<file path="config.mk">
export PLATFORM = sky130hd
export DESIGN_NAME = ext_ram_reader
export DESIGN_NICKNAME = d
export VERILOG_FILES = /design/src/rtl/ext_ram_reader.sv
export SDC_FILE = /design/constraint.sdc
export NUM_CORES = 1
export LEC_CHECK = 0
export CAP_MARGIN = 20
export CORE_ASPECT_RATIO = 1.1
export CORE_MARGIN = 3
export CORE_UTILIZATION = 38
export CTS_CLUSTER_SIZE = 24
export DETAILED_ROUTE_END_ITERATION = 8
export DONT_BUFFER_PORTS = 1
export MAX_ROUTING_LAYER = met4
export PLACE_DENSITY = 0.57
export SLEW_MARGIN = 20
export SYNTH_ARGS = -nofsm -noshare
export SYNTH_HDL_FRONTEND = slang
export SYNTH_SLANG_ARGS = --single-unit
export TNS_END_PERCENT = 50
</file>
<file path="constraint.sdc">
create_clock -name clk -period 1.82 [get_ports clk]
set_input_delay 0.182 -clock clk [delete_from_list [all_inputs] [get_ports clk]]
set_output_delay 0.182 -clock clk [all_outputs]
set_load 0.05 [all_outputs]
</file>
<file path="src/rtl/ext_ram_reader.sv">
// ---------------------------------------------------------------------------
// ext_ram_reader
//
// Reads one 16-bit word from an external nibble-serial RAM per request.
// A transaction sends a read command nibble, the four address nibbles
// (least significant first), waits DELAY turnaround cycles and then
// collects four data nibbles (least significant first) before presenting
// the word for one cycle.
//
// Parameters
//   DELAY       RAM turnaround cycles between the last address nibble and
//               the first data nibble (legal range 1..31)
//
// Ports
//   clk         clock, all state changes on the rising edge
//   rst_n       synchronous active-low reset
//   req_valid   read request pending
//   req_addr    word address of the request
//   req_ready   high while idle; request accepted on req_valid && req_ready
//   addr_out    command/address nibble stream to the RAM
//   data_in     data nibble stream from the RAM
//   resp_valid  one-cycle pulse when resp_data holds a new word
//   resp_data   last word read
//   busy        high in every state except IDLE
// ---------------------------------------------------------------------------
module ext_ram_reader #(
  parameter int DELAY = 7
) (
  input  logic        clk,
  input  logic        rst_n,
  input  logic        req_valid,
  input  logic [15:0] req_addr,
  output logic        req_ready,
  output logic [3:0]  addr_out,
  input  logic [3:0]  data_in,
  output logic        resp_valid,
  output logic [15:0] resp_data,
  output logic        busy
);

  typedef enum logic [2:0] {
    IDLE,
    CMD,
    ADDR,
    WAIT,
    DATA,
    RESP
  } state_t;

  localparam logic [3:0] READ_CMD  = 4'h1;
  localparam logic [4:0] WAIT_LAST = 5'(DELAY - 1);
  localparam logic [4:0] NIB_LAST  = 5'd3;

  state_t      state;
  logic [4:0]  count;
  logic [15:0] addr_shift;

  // All outputs are registered: each one is loaded on the edge that enters
  // the state in which it must be visible. The latched address is consumed
  // as a shift register so the next nibble to send is always in [3:0].
  always_ff @(posedge clk) begin
    if (!rst_n) begin
      state      <= IDLE;
      count      <= 5'd0;
      addr_shift <= 16'h0000;
      addr_out   <= 4'h0;
      resp_valid <= 1'b0;
      resp_data  <= 16'h0000;
      busy       <= 1'b0;
      req_ready  <= 1'b1;
    end else begin
      case (state)
        IDLE: begin
          if (req_valid) begin
            addr_shift <= req_addr;
            addr_out   <= READ_CMD;
            busy       <= 1'b1;
            req_ready  <= 1'b0;
            count      <= 5'd0;
            state      <= CMD;
          end
        end

        CMD: begin
          addr_out   <= addr_shift[3:0];
          addr_shift <= {4'h0, addr_shift[15:4]};
          count      <= 5'd0;
          state      <= ADDR;
        end

        // count tracks which address nibble is currently on addr_out.
        ADDR: begin
          if (count == NIB_LAST) begin
            addr_out <= 4'h0;
            count    <= 5'd0;
            state    <= WAIT;
          end else begin
            addr_out   <= addr_shift[3:0];
            addr_shift <= {4'h0, addr_shift[15:4]};
            count      <= count + 5'd1;
          end
        end

        WAIT: begin
          if (count == WAIT_LAST) begin
            count <= 5'd0;
            state <= DATA;
          end else begin
            count <= count + 5'd1;
          end
        end

        // Nibbles are written in place so the previous word stays intact
        // until the first nibble of the new one lands.
        DATA: begin
          case (count[1:0])
            2'd0:    resp_data[3:0]   <= data_in;
            2'd1:    resp_data[7:4]   <= data_in;
            2'd2:    resp_data[11:8]  <= data_in;
            default: resp_data[15:12] <= data_in;
          endcase
          if (count == NIB_LAST) begin
            count      <= 5'd0;
            resp_valid <= 1'b1;
            state      <= RESP;
          end else begin
            count <= count + 5'd1;
          end
        end

        RESP: begin
          resp_valid <= 1'b0;
          busy       <= 1'b0;
          req_ready  <= 1'b1;
          state      <= IDLE;
        end

        default: begin
          state      <= IDLE;
          count      <= 5'd0;
          addr_out   <= 4'h0;
          resp_valid <= 1'b0;
          busy       <= 1'b0;
          req_ready  <= 1'b1;
        end
      endcase
    end
  end

endmodule

</file>
# Word-level counts from Yosys, hierarchy flattened

Cells that the tools add are included.
Widths: inputs -> output; s select.

Memory bits (writable): 0
ROM bits: 0
Logic and storage cells: 70
Input port bits: 23
Output and inout bits: 23
Memories: 0
Bits in registers: 47
Latch bits: 0

Shifts and indexed selects: 0
Reductions and logical operators: 18
Order comparisons: 0
$mul: 0
Add/subtract/negate cells: 1
Equal/unequal tests: 14
Bitwise logic cells: 5
Mux-type cells: 21
Divide/modulo/power cells: 0

Operator list:

| operator            | number |
|---|---|
| $pmux 16 s3         | 1 |
| $mux 16             | 2 |
| $pmux 5 s4          | 1 |
| $pmux 4 s4          | 1 |
| $reduce_and 2->1    | 8 |
| $mux 5              | 3 |
| $pmux 3 s5          | 1 |
| $mux 3              | 4 |
| $ne 2x2->1 const B  | 5 |
| $mux 4              | 2 |
| $reduce_or 4->1     | 2 |
| $eq 3x2->1 const B  | 2 |
| $eq 3x3->1 const B  | 2 |
| $pmux 1 s2          | 3 |
| $reduce_or 3->1     | 2 |
| $add 5x1->5 const B | 1 |
| $eq 5x2->1 const B  | 1 |
| $eq 5x3->1 const B  | 1 |
| $not 1->1           | 5 |
| $reduce_and 4->1    | 1 |
| $eq 3x1->1 const B  | 1 |
| $logic_not 3->1     | 1 |
| $mux 1              | 3 |
| $reduce_and 3->1    | 1 |
| 5 further kinds     | 5 |

# Depth between registers and ports, before layout

Gate-level depths: netlist (run 1).

Depth in word-level cells: 4
Mapped depth: 7
Depth with buffers taken out: 6

# Worst setup path after synthesis (run 1)

OpenSTA, ideal clock, no wires.

Path kind: reg-to-reg
Start point: register count[0]
End point: register count[3]
Clock period less this slack: 1.685 ns
Buffers on the path: 0
Data arrival time: 1.546 ns
Slack: 0.135 ns
Setup time: 0.140 ns
Cell stages (with the launch flop): 6
Required time: 1.680 ns
Cell sequence: dfxtp_1 -> ha_1 -> nor4b_4 -> nor2_1 -> a2111oi_0 -> a311oi_1

Word-level cells in the longest chain between the ends: 3
Elaborated cells on any way between the ends: 6
Those cells by class: add/sub: 1; eq/ne: 2; mux: 3

RTL lines:

| item                                | RTL line      | source |
|---|---|---|
| start, declared                     | 55            | `logic [4:0] count;` |
| start signal, assigned              | 100           | `count <= count + 5'd1;` |
| start signal, assigned              | 109           | `count <= count + 5'd1;` |
| start signal, assigned              | 127           | `count <= count + 5'd1;` |
| $add 5x1->5 (tied with other cells) | 100, 109, 127 |  |
| $mux 5, on equally long branches    | 93, 122, 105  |  |
| $pmux 5 s4 (*)                      | 72            | `case (state)` |

Every way passes the cells marked *; elsewhere a longest branch is shown, timed or not.
A chain may end at the register's enable or synchronous reset.

# Final worst setup path (run 1)

Start point: register count[1]
End point: register count[3]

The elaborated chain is that of the path after synthesis.

==> impl_summary.md, run 1 <==
Final layout
Cells with a size suffix above 1 make up 15.1% of the layout. The area added between synthesis and finish is 13.2%. In the layout the commonest cells are 45 x dfxtp_1, 36 x nor2_1, 29 x mux2i_1, 18 x buf_4, 12 x a211oi_1. The non-filler instance count after layout is 314. The library cell used most frequently in the layout, excluding fill and tap cells, is dfxtp_1. With fillers left out, the area of the finished cells amounts to 2440 µm². The net count of the finished layout is 265. The number of diodes added for antenna fixing is 0.

Floorplan
The chip width is 77.8 µm. The core region is 5430 µm². The number of placed I/O pins is 46. The initial utilization of the core area, before any placement, comes to 39.7%.

The floorplan step defined a die boundary enclosing 6610 µm². The die is 85.0 µm tall. The placement row count is 28.

Worst setup path
STA classifies the critical path endpoint as a register. The signal on the critical path passes through ha_1, nor4b_4, buf_4, nor2_1, a2111oi_0, a311oi_1. Counting both buffers and inverters, the worst setup path holds a total of 1. The slowest stage of the critical path belongs to the cell nor4b_4. Broken down by cell family, the worst path's largest delay share belongs to simple AND/OR/NAND/NOR gates. STA classifies the critical path startpoint as a register. The delay of the slowest cell on the worst path is 0.39 ns.

Data on the critical path is required at its endpoint by 1.99 ns. The critical path data arrival time is 1.91 ns. The largest fanout of any net on the critical path is 5.

The classification of the worst setup path is reg -> reg.

Logic synthesis
The sequential share of the synthesized area is 43.6%. The number of distinct library cells after synthesis is 43. The number of nets in the synthesized netlist is 253. The netlist area before placement is 2160 µm². The mean instance size in the synthesized netlist is 9.54 µm². Synthesis produced a netlist whose cell count is 226.

The count of state elements after synthesis is 47. The number of synthesis warnings is 0.

Pwr
Per report_power, the sequential group accounts for 53.6% of the total. The switching component of the power is 575 µW. In this run switching power makes up 26.9% of total power. Cell internal power was estimated by the tool at 1560 µW.

The static leakage is 0.000973 µW. In this run the power density over the cells is 876 nW/µm². Of the total power, the clock network draws 30.3%. The peak supply drop is 0.000485 V.

The combinational power share is 16.1%.

Worst hold path
The min-delay analysis places its worst path in the category in -> reg.

CTS
The count of H-tree levels built during CTS is 2. The TritonCTS clock tree is built. After clock tree synthesis, the clock-pin slew on the worst setup and hold paths is 0.08 ns. The tree is rooted in a clkbuf_8. The source-to-sink clock delay at the later pin of the worst-skew pair is 0.29 ns.

Counting every sink on the clock net gives 47. The number of CTS-inserted buffers is 5. No sink is reached through more buffers than the 2 on the longest clock path.

Timing
The final critical path time including I/O delays and setup is 1.74 ns. The final worst-path cycle share is 95.5%. The final worst-path setup slack is 0.0815 ns. Summed over all failing endpoints, the final setup total negative slack is 0 ns. The headroom to the max-slew limit is 64.3%. The number of slew-limit violations in the final report is 0. The slew of the pin with the lowest slew margin is 0.535 ns. The achievable frequency is 0.575 GHz. The final worst clock skew is 0.00431 ns. The final hold violation count is 0. Setup violations remaining at the end of the flow were counted as 0.

Place
The cell total after placement is 302. The routability congestion estimate is 0.762. The minimum setup slack after placement is 0.0429 ns.

Once placement finished, the instance area stood at 2310 µm². The count of buffers from port buffering is 0. The HPWL after detailed placement is 3.23 mm.

Detailed routing
The first routing iteration left 164 violations. The final wirelength is 4.54 mm. The number of vias per cell is 5.05. The remaining routing DRC violations is 0. The detailed router placed 1585 vias in this run.

The first detailed-routing pass ran for 4 iterations. The count of nets left with antenna violations after detail routing is 0. The average wire length per cell after detail routing is 14.5 µm.

Global routing
The global-route congestion overflow total is 0. The maximum number of pins on one net before global-route repair is 36. The first-pass GRT wire length is 7.55 mm. The initial antenna violation count was 0. The via count of the first global-routing pass is 1520. The global routing usage summed across all routing layers is 14.6%.

Outcome
The run finished with clean final reports.

Job
The tool flagged a number of max-cap violations equal to 0.
power groups by stage:
| stage | sequential, µW | clock [µW] | combinational [µW] |
|---|---|---|---|
| 2_1_floorplan | 1180 | 0 | 248 |
| 3_3_place_gp | 1170 | 0 | 340 |
| 3_5_place_dp | 1170 | 0 | 341 |
| 4_1_cts | 1150 | 681 | 347 |
| 5_1_grt | 1160 | 707 | 384 |
| 6_report | 1150 | 649 | 344 |
cell type report:
cell class	instances	area, µm²
Clock buffer	7	86.3
Clock inverter	1	8.76
Fill cell	543	2990
Inverter	3	11.3
Multi-Input combinational cell	159	1100
Sequential cell	47	943
Tap cell	75	93.8
Timing Repair Buffer	22	195
repair_timing:
| item | 4_1_cts | 5_1_grt |
|---|---|---|
| hold endpoints to repair | 1 | 0 |
| resized for setup | 0 | 3 |
| setup endpoints to repair | 0 | 4 |
| setup buffers | 0 | 2 |
| hold buffers | 2 | 0 |
worst paths after layout:
check                      start        endpoint  slack (ns)  depth (start not counted)
setup / recovery        count[1]        count[3]        0.08                          6
hold / removal             rst_n            busy        0.01                          1
hold reg to reg   addr_shift[15]  addr_shift[15]        0.47                          2
setup reg to reg        count[1]        count[3]        0.08                          6
cells by family (layout without fill, tap and decap cells):
kind of cell               count (synthesis)  in the layout  share of synthesized area (%)
DFF                                       47             47                           43.6
AOI/OAI and AO/OA                         47             47                           16.1
and+or+nand+nor                           79             79                           19.2
adders and majority gates                  4              4                           2.32
buffers and inverters                     20             33                           5.28
muxes                                     29             29                           13.5
cells in the mapped netlist, drive strengths merged:
cell type,instances,area share (%)
dfxtp,47,44
nor2,36,6.3
mux2i,29,13
a211oi,13,4.8
a21oi,11,2.6
buf,9,3.1
clkbuf,8,1.6
nand2b,8,2.3
nand2,7,1.2
o21ai,7,1.6
and3,6,1.7
nand3,5,1.2
ha,4,2.3
a22o,3,1.2
nor4,3,0.87
or3b,3,1.3
a2111oi,2,0.81
a21o,2,0.70
a311oi,2,0.81
and2,2,0.58
inv,2,0.35
nor3,2,0.46
a221oi,1,0.41
a2bb2oi,1,0.41
and4bb,1,0.58
clkinv,1,0.17
nand3b,1,0.35
nand4,1,0.29
nor2b,1,0.29
nor3b,1,0.35
nor4b,1,1.1
o21bai,1,0.35
o22a,1,0.41
o2bb2ai,1,0.41
o31ai,1,0.35
o32ai,1,1.3
or2,1,0.29
routing by layer:
layer  vias up  track usage, %  wire length, µm
met5         -               -                0
met4         0            4.53               59
met3         7            5.31              339
met2        37            21.7             2080
met1       709            18.4             2060
li1        832               -                -
registers in the layout (all words and copies together), names as in the netlist:
signal and count:
addr_out 4, resp_valid 1, state 3, addr_shift 16, busy 1, resp_data 16
req_ready 1, count 5
metrics by stage:
step / util, % / hold WS, ns / power [µW]
after floorplan: - / 0.258 / 1430
after global placement: 42.5 / 0.263 / 1510
after detailed placement: 42.5 / 0.265 / 1510
after CTS: 44.6 / 0.00355 / 2170
after global routing: 45.0 / 0.0000672 / 2250
final: 45.0 / 0.0103 / 2140
No activity file was read; power rests on OpenSTA's default activity.
==> run 2, diff against run 1 <==
--- a/config.mk
+++ b/config.mk
@@ -7,7 +7,7 @@
 export LEC_CHECK = 0
 export CAP_MARGIN = 20
 export CORE_ASPECT_RATIO = 1.1
-export CORE_MARGIN = 3
+export CORE_MARGIN = 2
 export CORE_UTILIZATION = 38
 export CTS_CLUSTER_SIZE = 24
 export DETAILED_ROUTE_END_ITERATION = 8
==> run 2 against run 1 <==
Setup slack gained 0.078 ns. Combinational power shrank 6.1%. Routed wire length shrank 2.3%. Core utilization is 0.58 points lower. Global-route usage increased by 0.50 points. Sequential share of layout area rose by 0.50 points. Critical path depth grew 1. Die area shrank 4.9%. Highest routed layer unchanged.
==> impl_summary.md, run 2 (synthesis gave the netlist of run 1 again) <==
Final layout
The number of diodes added for antenna fixing is 0 (unchanged). The most frequent standard cell in the layout excluding fill and tap cells was dfxtp_1 (unchanged). Commonest cells after routing, fill and taps aside: 45 x dfxtp_1, 35 x nor2_1, 29 x mux2i_1, 16 x buf_4, 12 x a211oi_1 (was 45 x dfxtp_1, 36 x nor2_1, 29 x mux2i_1, 18 x buf_4, 12 x a211oi_1). The net count of the finished layout is 262 (was 265). The area added between synthesis and finish was 11.8% (was 13.2%). The fill cell total of the finished layout is 542 (was 543). Top flop regs: addr_shift: 16 flops, resp_data: 16 flops, count: 5 flops (unchanged).

The end-of-flow core utilization is 44.4% (was 45.0%). The ratio of cells with drive above 1 in the final layout came to 14.8% (was 15.1%).

CTS
The number of CTS-inserted buffers is 5 (unchanged). The maximum clock insertion buffer count came to 2 (unchanged). The root buffer cell was clkbuf_8 (unchanged). The source-to-sink clock delay at the later pin of the worst-skew pair is 0.30 ns (was 0.29 ns). The clock transition at the registers of the reported paths is 0.09 ns (was 0.08 ns). The count of H-tree levels built during CTS is 2 (unchanged). The TritonCTS clock tree is built (unchanged). The clock sink count is 47 (unchanged).

Pwr
The peak supply drop is 0.000417 V (was 0.000485 V). The static leakage is 0.000952 µW (was 0.000973 µW). The power density over the cells is 871 nW/µm² (was 876 nW/µm²).

Timing
The achievable frequency was 0.602 GHz (was 0.575 GHz). The number of slew-limit violations in the final report is 0 (unchanged). The final-layout setup total negative slack came to 0 ns (unchanged). The final worst clock skew was 0.00452 ns (was 0.00431 ns).

The final worst-path cycle share is 91.2% (was 95.5%). The final critical path time including I/O delays and setup is 1.66 ns (was 1.74 ns). The headroom to the max-slew limit is 64.0% (was 64.3%). The final hold violation count is 0 (unchanged). The slew of the pin with the lowest slew margin is 0.539 ns (was 0.535 ns). The number of endpoints failing setup at the final stage is 0 (unchanged). Setup repair after global routing left no endpoint under its margin.

Worst setup path
The largest fanout of any net on the critical path is 32 (was 5). The critical path startpoint category is a register (unchanged). Cells along the critical path: ha_1, nor4b_4, buf_4, o32ai_4, buf_12, nand2b_1, a21oi_1 (was ha_1, nor4b_4, buf_4, nor2_1, a2111oi_0, a311oi_1). The slowest library cell on the worst path is dfxtp_2 (was nor4b_4). The required time at the worst-slack endpoint was 2.06 ns (was 1.99 ns). The critical path data arrival time is 1.90 ns (was 1.91 ns). The delay of the slowest cell on the worst path is 0.38 ns (was 0.39 ns). The classification of the worst setup path was reg -> reg (unchanged). The kind of capture point of the worst setup path is a register (unchanged).

Place
The count of buffers from port buffering was 0 (unchanged). The routability congestion estimate is 0.880 (was 0.762). The post-DP HPWL is 3.18 mm (was 3.23 mm).

Floorplan
The effective utilization at floorplan came to 39.7% (unchanged). The placement row count is 28 (unchanged). The number of placed I/O pins is 46 (unchanged). The core region area is 5430 µm² (unchanged). The area of the die is 6290 µm² (was 6610 µm²). The die extent in y is 83.0 µm (was 85.0 µm).

The chip width is 75.8 µm (was 77.8 µm).

Global routing
The via count of the first global-routing pass is 1570 (was 1520). The maximum number of pins on one net before global-route repair is 33 (was 36). The global-route congestion overflow total is 0 (unchanged). The first-pass GRT wire length is 7.25 mm (was 7.55 mm). The global routing usage summed across all routing layers is 15.1% (was 14.6%). The initial antenna violation count was 0 (unchanged).

Job
The number of max-capacitance violations reported was 0 (unchanged).

Worst hold path
The kind of path behind the tightest hold check is in -> reg (unchanged).

Detailed routing
The average wire length per cell after detail routing is 14.3 µm (was 14.5 µm). The total via count after detailed routing was 1604 (was 1585). The number of vias per cell is 5.16 (was 5.05). The number of search-and-repair iterations in the first detailed-routing pass came to 4 (unchanged). The count of nets left with antenna violations after detail routing is 0 (unchanged).

The remaining routing DRC violations is 0 (unchanged). The starting DRC count in detailed routing is 64 (was 164). The final wirelength came to 4.44 mm (was 4.54 mm).

Outcome
Status: completed (unchanged).
## run 2: cell count changes in the layout (fill, tap and decap cells not counted), sizes merged
cell         delta
clkinvlp        +1
clkbuf          -1
buf             -2
dlygate4sd3     -1
## run 2: path summary, 6_finish.rpt
check / from / endpoint / slack, ns / depth (start not counted)
setup / recovery: count[0] / addr_shift[13] / 0.16 / 7
hold reg to reg: addr_shift[15] / addr_shift[15] / 0.47 / 2
setup reg to reg: count[0] / addr_shift[13] / 0.16 / 7
hold / removal: rst_n / count[3] / 0.02 / 2
## run 2: layer usage
metal | part of all wire (%) | GRT usage [%] | vias up
li1 | - | - | 828
met1 | 47 | 20.3 | 722
met2 | 44 | 21.2 | 48
met3 | 7.0 | 4.98 | 6
met4 | 1.3 | 4.78 | 0
met5 | 0 | - | -
## run 2: area by class of cell
cell class	count	area (µm²)	share of cell area, %
Sequential cell	47	943	39.1
Multi-Input combinational cell	159	1110	45.9
Tap cell	75	93.8	3.89
Timing Repair Buffer	19	170	7.06
Clock inverter	2	12.5	0.519
Inverter	3	11.3	0.467
Clock buffer	6	72.6	3.01
## run 2: worst max-delay path: cells and delay by family (launching register included)
kind	cells	cell delay (ns)
and+or+nand+nor	2	0.46
DFF	1	0.38
buffers and inverters	2	0.36
AOI/OAI and AO/OA	2	0.20
adders and majority gates	1	0.19
## run 2: per-stage QoR
stage	instance area, µm²	instances	hold WS, ns	setup WS [ns]	total power, µW
6_report	2410	311	0.0170	0.160	2100
5_1_grt	2410	311	0.0186	0.0140	2210
2_1_floorplan	2160	226	0.258	0.135	1430
3_3_place_gp	2300	301	0.267	0.101	1500
3_5_place_dp	2300	301	0.266	0.0100	1500
4_1_cts	2400	311	0.00604	0.0524	2120
## run 2: timing repair
action	in CTS	in global routing
setup endpoints to repair	1	17
hold buffers	1	0
setup buffers	1	0
hold endpoints to repair	4	0
gates resized for setup	0	5
## run 2: power by group
group | internal (µW) | switching [µW] | leakage, µW
clock | 269 | 348 | 0.0000412
combinational | 153 | 169 | 0.000526
sequential | 1090 | 69.2 | 0.000385
==> run 3, diff against run 2 <==
--- a/config.mk
+++ b/config.mk
@@ -13,7 +13,8 @@
 export DETAILED_ROUTE_END_ITERATION = 8
 export DONT_BUFFER_PORTS = 1
 export MAX_ROUTING_LAYER = met4
-export PLACE_DENSITY = 0.57
+export PLACE_DENSITY = 0.59
+export REMOVE_ABC_BUFFERS = 1
 export SLEW_MARGIN = 20
 export SYNTH_ARGS = -nofsm -noshare
 export SYNTH_HDL_FRONTEND = slang
==> constraint.sdc (replaced) <==
create_clock -name clk -period 1.4 [get_ports clk]
set_input_delay 0.14 -clock clk [delete_from_list [all_inputs] [get_ports clk]]
set_output_delay 0.14 -clock clk [all_outputs]
set_load 0.05 [all_outputs]
==> run 3 against run 2 <==
The run now ends with negative setup slack left. Critical path depth is 2 lower. Hold slack worse by 0.012 ns. First-iteration DRC count is 1.6% lower. Clock power is 69% higher. Setup slack worse by 0.40 ns. Final area is 36% higher. Combinational power is 140% higher. Core utilization is 16 points higher. Largest power group unchanged.
==> impl_summary.md, run 3 (synthesis gave the netlist of run 1 again) <==
Pwr
The clock network fraction of total power is 31.6% (was 29.4%). The peak supply drop was 0.000636 V (was 0.000417 V). The combinational power share is 23.9% (was 15.4%). The fraction of power spent switching nets is 27.4% (was 27.9%). The static leakage is 0.00135 µW (was 0.000952 µW).

The switching component of the power is 903 µW (was 586 µW). The sequential group share of total power is 44.5% (was 55.2%). The internal power summed over all cells came to 2400 µW (was 1510 µW). The power density over the cells was 1010 nW/µm² (was 871 nW/µm²).

Worst setup path
The kind of capture point of the worst setup path was a register (unchanged). The required time at the worst-slack endpoint is 1.61 ns (was 2.06 ns). The delay of the slowest cell on the worst path came to 0.43 ns (was 0.38 ns).

The minimum setup slack among reg-to-reg paths is -0.24 ns (was 0.16 ns). The terminus of the critical flop-to-flop path is addr_shift[10] (was addr_shift[13]). Cells along the critical path: or3b_4, o32ai_4, clkbuf_16, nor2_1, a211oi_1 (was ha_1, nor4b_4, buf_4, o32ai_4, buf_12, nand2b_1, a21oi_1). The critical path data arrival time was 1.85 ns (was 1.90 ns).

The number of cells on the worst reg-to-reg path is 5 (was 7). The classification of the worst setup path is reg -> reg (unchanged). The launch instance of the worst register-to-register path is state[2] (was count[0]). The critical path startpoint category is a register (unchanged). The largest fanout of any net on the critical path is 8 (was 32). The slowest library cell on the worst path is or3b_4 (was dfxtp_2).

CTS
The clock sink count came to 47 (unchanged). The TritonCTS clock tree is built (unchanged). The number of CTS-inserted buffers is 5 (unchanged). The clock transition at the registers of the reported paths is 0.09 ns (about the same).

The root buffer cell is clkbuf_8 (unchanged). The count of H-tree levels built during CTS is 2 (unchanged). The maximum clock insertion buffer count is 2 (unchanged). The source-to-sink clock delay at the later pin of the worst-skew pair is 0.30 ns (about the same).

Global routing
The first-pass GRT wire length is 8.69 mm (was 7.25 mm). The maximum number of pins on one net before global-route repair was 36 (was 33). The via count of the first global-routing pass came to 1893 (was 1570). The peak-usage layer in the global routing report is met2 (unchanged). The global-route congestion overflow total is 0 (unchanged). The global-route track usage on met3 came to 3.40% (was 4.98%). The met2 usage in global routing is 27.9% (was 21.2%). The global routing usage summed across all routing layers is 18.0% (was 15.1%).

The initial antenna violation count is 0 (unchanged). The met1 usage in global routing is 22.5% (was 20.3%).

Floorplan
The core region area is 5430 µm² (unchanged). The placement row count was 28 (unchanged). The number of placed I/O pins is 46 (unchanged). The area of the die is 6290 µm² (unchanged).

The effective utilization at floorplan was 39.7% (unchanged). The chip width is 75.8 µm (unchanged). The die extent in y is 83.0 µm (unchanged).

Detailed routing
The final wirelength came to 5.76 mm (was 4.44 mm). The starting DRC count in detailed routing came to 63 (was 64). The count of nets left with antenna violations after detail routing came to 0 (unchanged).

The average wire length per cell after detail routing is 15.6 µm (was 14.3 µm). The total via count after detailed routing is 1890 (was 1604). The remaining routing DRC violations is 0 (unchanged). The number of vias per cell is 5.11 (was 5.16). The number of search-and-repair iterations in the first detailed-routing pass is 4 (unchanged).

Timing
The slew of the pin with the lowest slew margin came to 0.484 ns (was 0.539 ns). The final hold violation count is 0 (unchanged). The final worst-path setup slack is -0.241 ns (was 0.160 ns). The number of endpoints failing setup at the final stage was 34 (was 0). The achievable frequency was 0.609 GHz (was 0.602 GHz). The headroom to the max-slew limit is 67.7% (was 64.0%). The number of slew-limit violations in the final report is 0 (unchanged). The final critical path time including I/O delays and setup is 1.64 ns (was 1.66 ns). The final worst-path cycle share is 117% (was 91.2%).

The final worst clock skew was 0.00274 ns (was 0.00452 ns). Setup repair after global routing missed its margin: true (was false).

Final layout
The area added between synthesis and finish is 52.1% (was 11.8%). The most frequent standard cell in the layout excluding fill and tap cells is buf_4 (was dfxtp_1). The net count of the finished layout is 321 (was 262).

The non-filler instance count after layout was 370 (was 311). The end-of-flow core utilization is 60.4% (was 44.4%). Top flop regs: addr_shift: 16 flops, resp_data: 16 flops, count: 5 flops (unchanged). The number of diodes added for antenna fixing is 0 (unchanged). The ratio of cells with drive above 1 in the final layout is 43.7% (was 14.8%). Commonest cells after routing, fill and taps aside: 53 x buf_4, 43 x dfxtp_1, 30 x nor2_1, 29 x mux2i_1, 10 x dlygate4sd3_1 (was 45 x dfxtp_1, 35 x nor2_1, 29 x mux2i_1, 16 x buf_4, 12 x a211oi_1).

Place
The post-DP HPWL is 3.22 mm (was 3.18 mm). The cell total after placement is 339 (was 301). The routability congestion estimate is 0.786 (was 0.880).

The count of buffers from port buffering was 0 (unchanged).

Job
The number of max-capacitance violations reported came to 0 (unchanged).

Outcome
Status: finished with violations (was completed). The final reports fail on negative setup slack.

Worst hold path
The number of instances on the worst hold path was 2 (unchanged). The hold path startpoint is data_in[2] (was rst_n). The end of the worst hold path is resp_data[6] (was count[3]). The kind of path behind the tightest hold check is in -> reg (unchanged).
## run 3: area by class of cell
| class | count | area (µm²) |
|---|---|---|
| multi-input combinational | 159 | 1360 |
| fill | 463 | 2150 |
| timing repair buffer | 78 | 738 |
| inverter | 3 | 13.8 |
| clock inverter | 2 | 35.0 |
| clock buffer | 6 | 82.6 |
| tap | 75 | 93.8 |
| sequential | 47 | 951 |
## run 3: critical path: cells and delay by family (launching register included)
family	cells	cell delay [ns]
AND/OR/NAND/NOR	2	0.47
flip-flops	1	0.35
AO/OA/AOI/OAI	2	0.48
buffers and inverters	1	0.25
## run 3: repair_timing
item                                   CTS  global route
endpoints found under the hold margin   24             1
cloned                                   0             4
buffers inserted                         7             6
hold buffers                             9             1
setup endpoints to repair               44            44
resized for setup                       38            38
pin swaps                               16            23
## run 3: per-layer routing
metal  up-vias  wire, µm
met5         -         0
met4         0        93
met3         8       181
met2        35      2920
met1       909      2570
li1        938         -
## run 3: power by group through the flow
| stage | Sequential [µW] | Clock (µW) | Combinational [µW] |
|---|---|---|---|
| floorplan | 1550 | 0 | 273 |
| finish | 1470 | 1040 | 788 |
| global placement | 1490 | 0 | 515 |
| global route | 1480 | 1130 | 841 |
| detailed placement | 1490 | 0 | 519 |
| CTS | 1460 | 1070 | 602 |
## run 3: metrics by stage
step,cell area (µm²),hold WS [ns],setup TNS [ns],total power [µW],setup slack [ns]
after floorplan,2050,0.216,-9.74,1820,-0.454
after global placement,2600,0.218,-5.92,2000,-0.308
after detailed placement,2600,0.229,-8.49,2010,-0.414
after CTS,2980,0.000618,-4.70,3130,-0.223
after global routing,3280,0.00184,-6.75,3450,-0.334
final,3280,0.00504,-4.56,3300,-0.241
## run 3: how the worst max path moves through the flow
stage / from / to / slack (ns) / cells past startpoint
3_3_place_gp: count[0] / count[4] / -0.31 / 6
4_1_cts: count[0] / count[4] / -0.22 / 8
5_1_grt: count[0] / count[4] / -0.33 / 8
2_1_floorplan: state[1] / addr_shift[7] / -0.45 / 4
3_5_place_dp: count[0] / count[4] / -0.41 / 6
6_report: state[2] / addr_shift[10] / -0.24 / 5
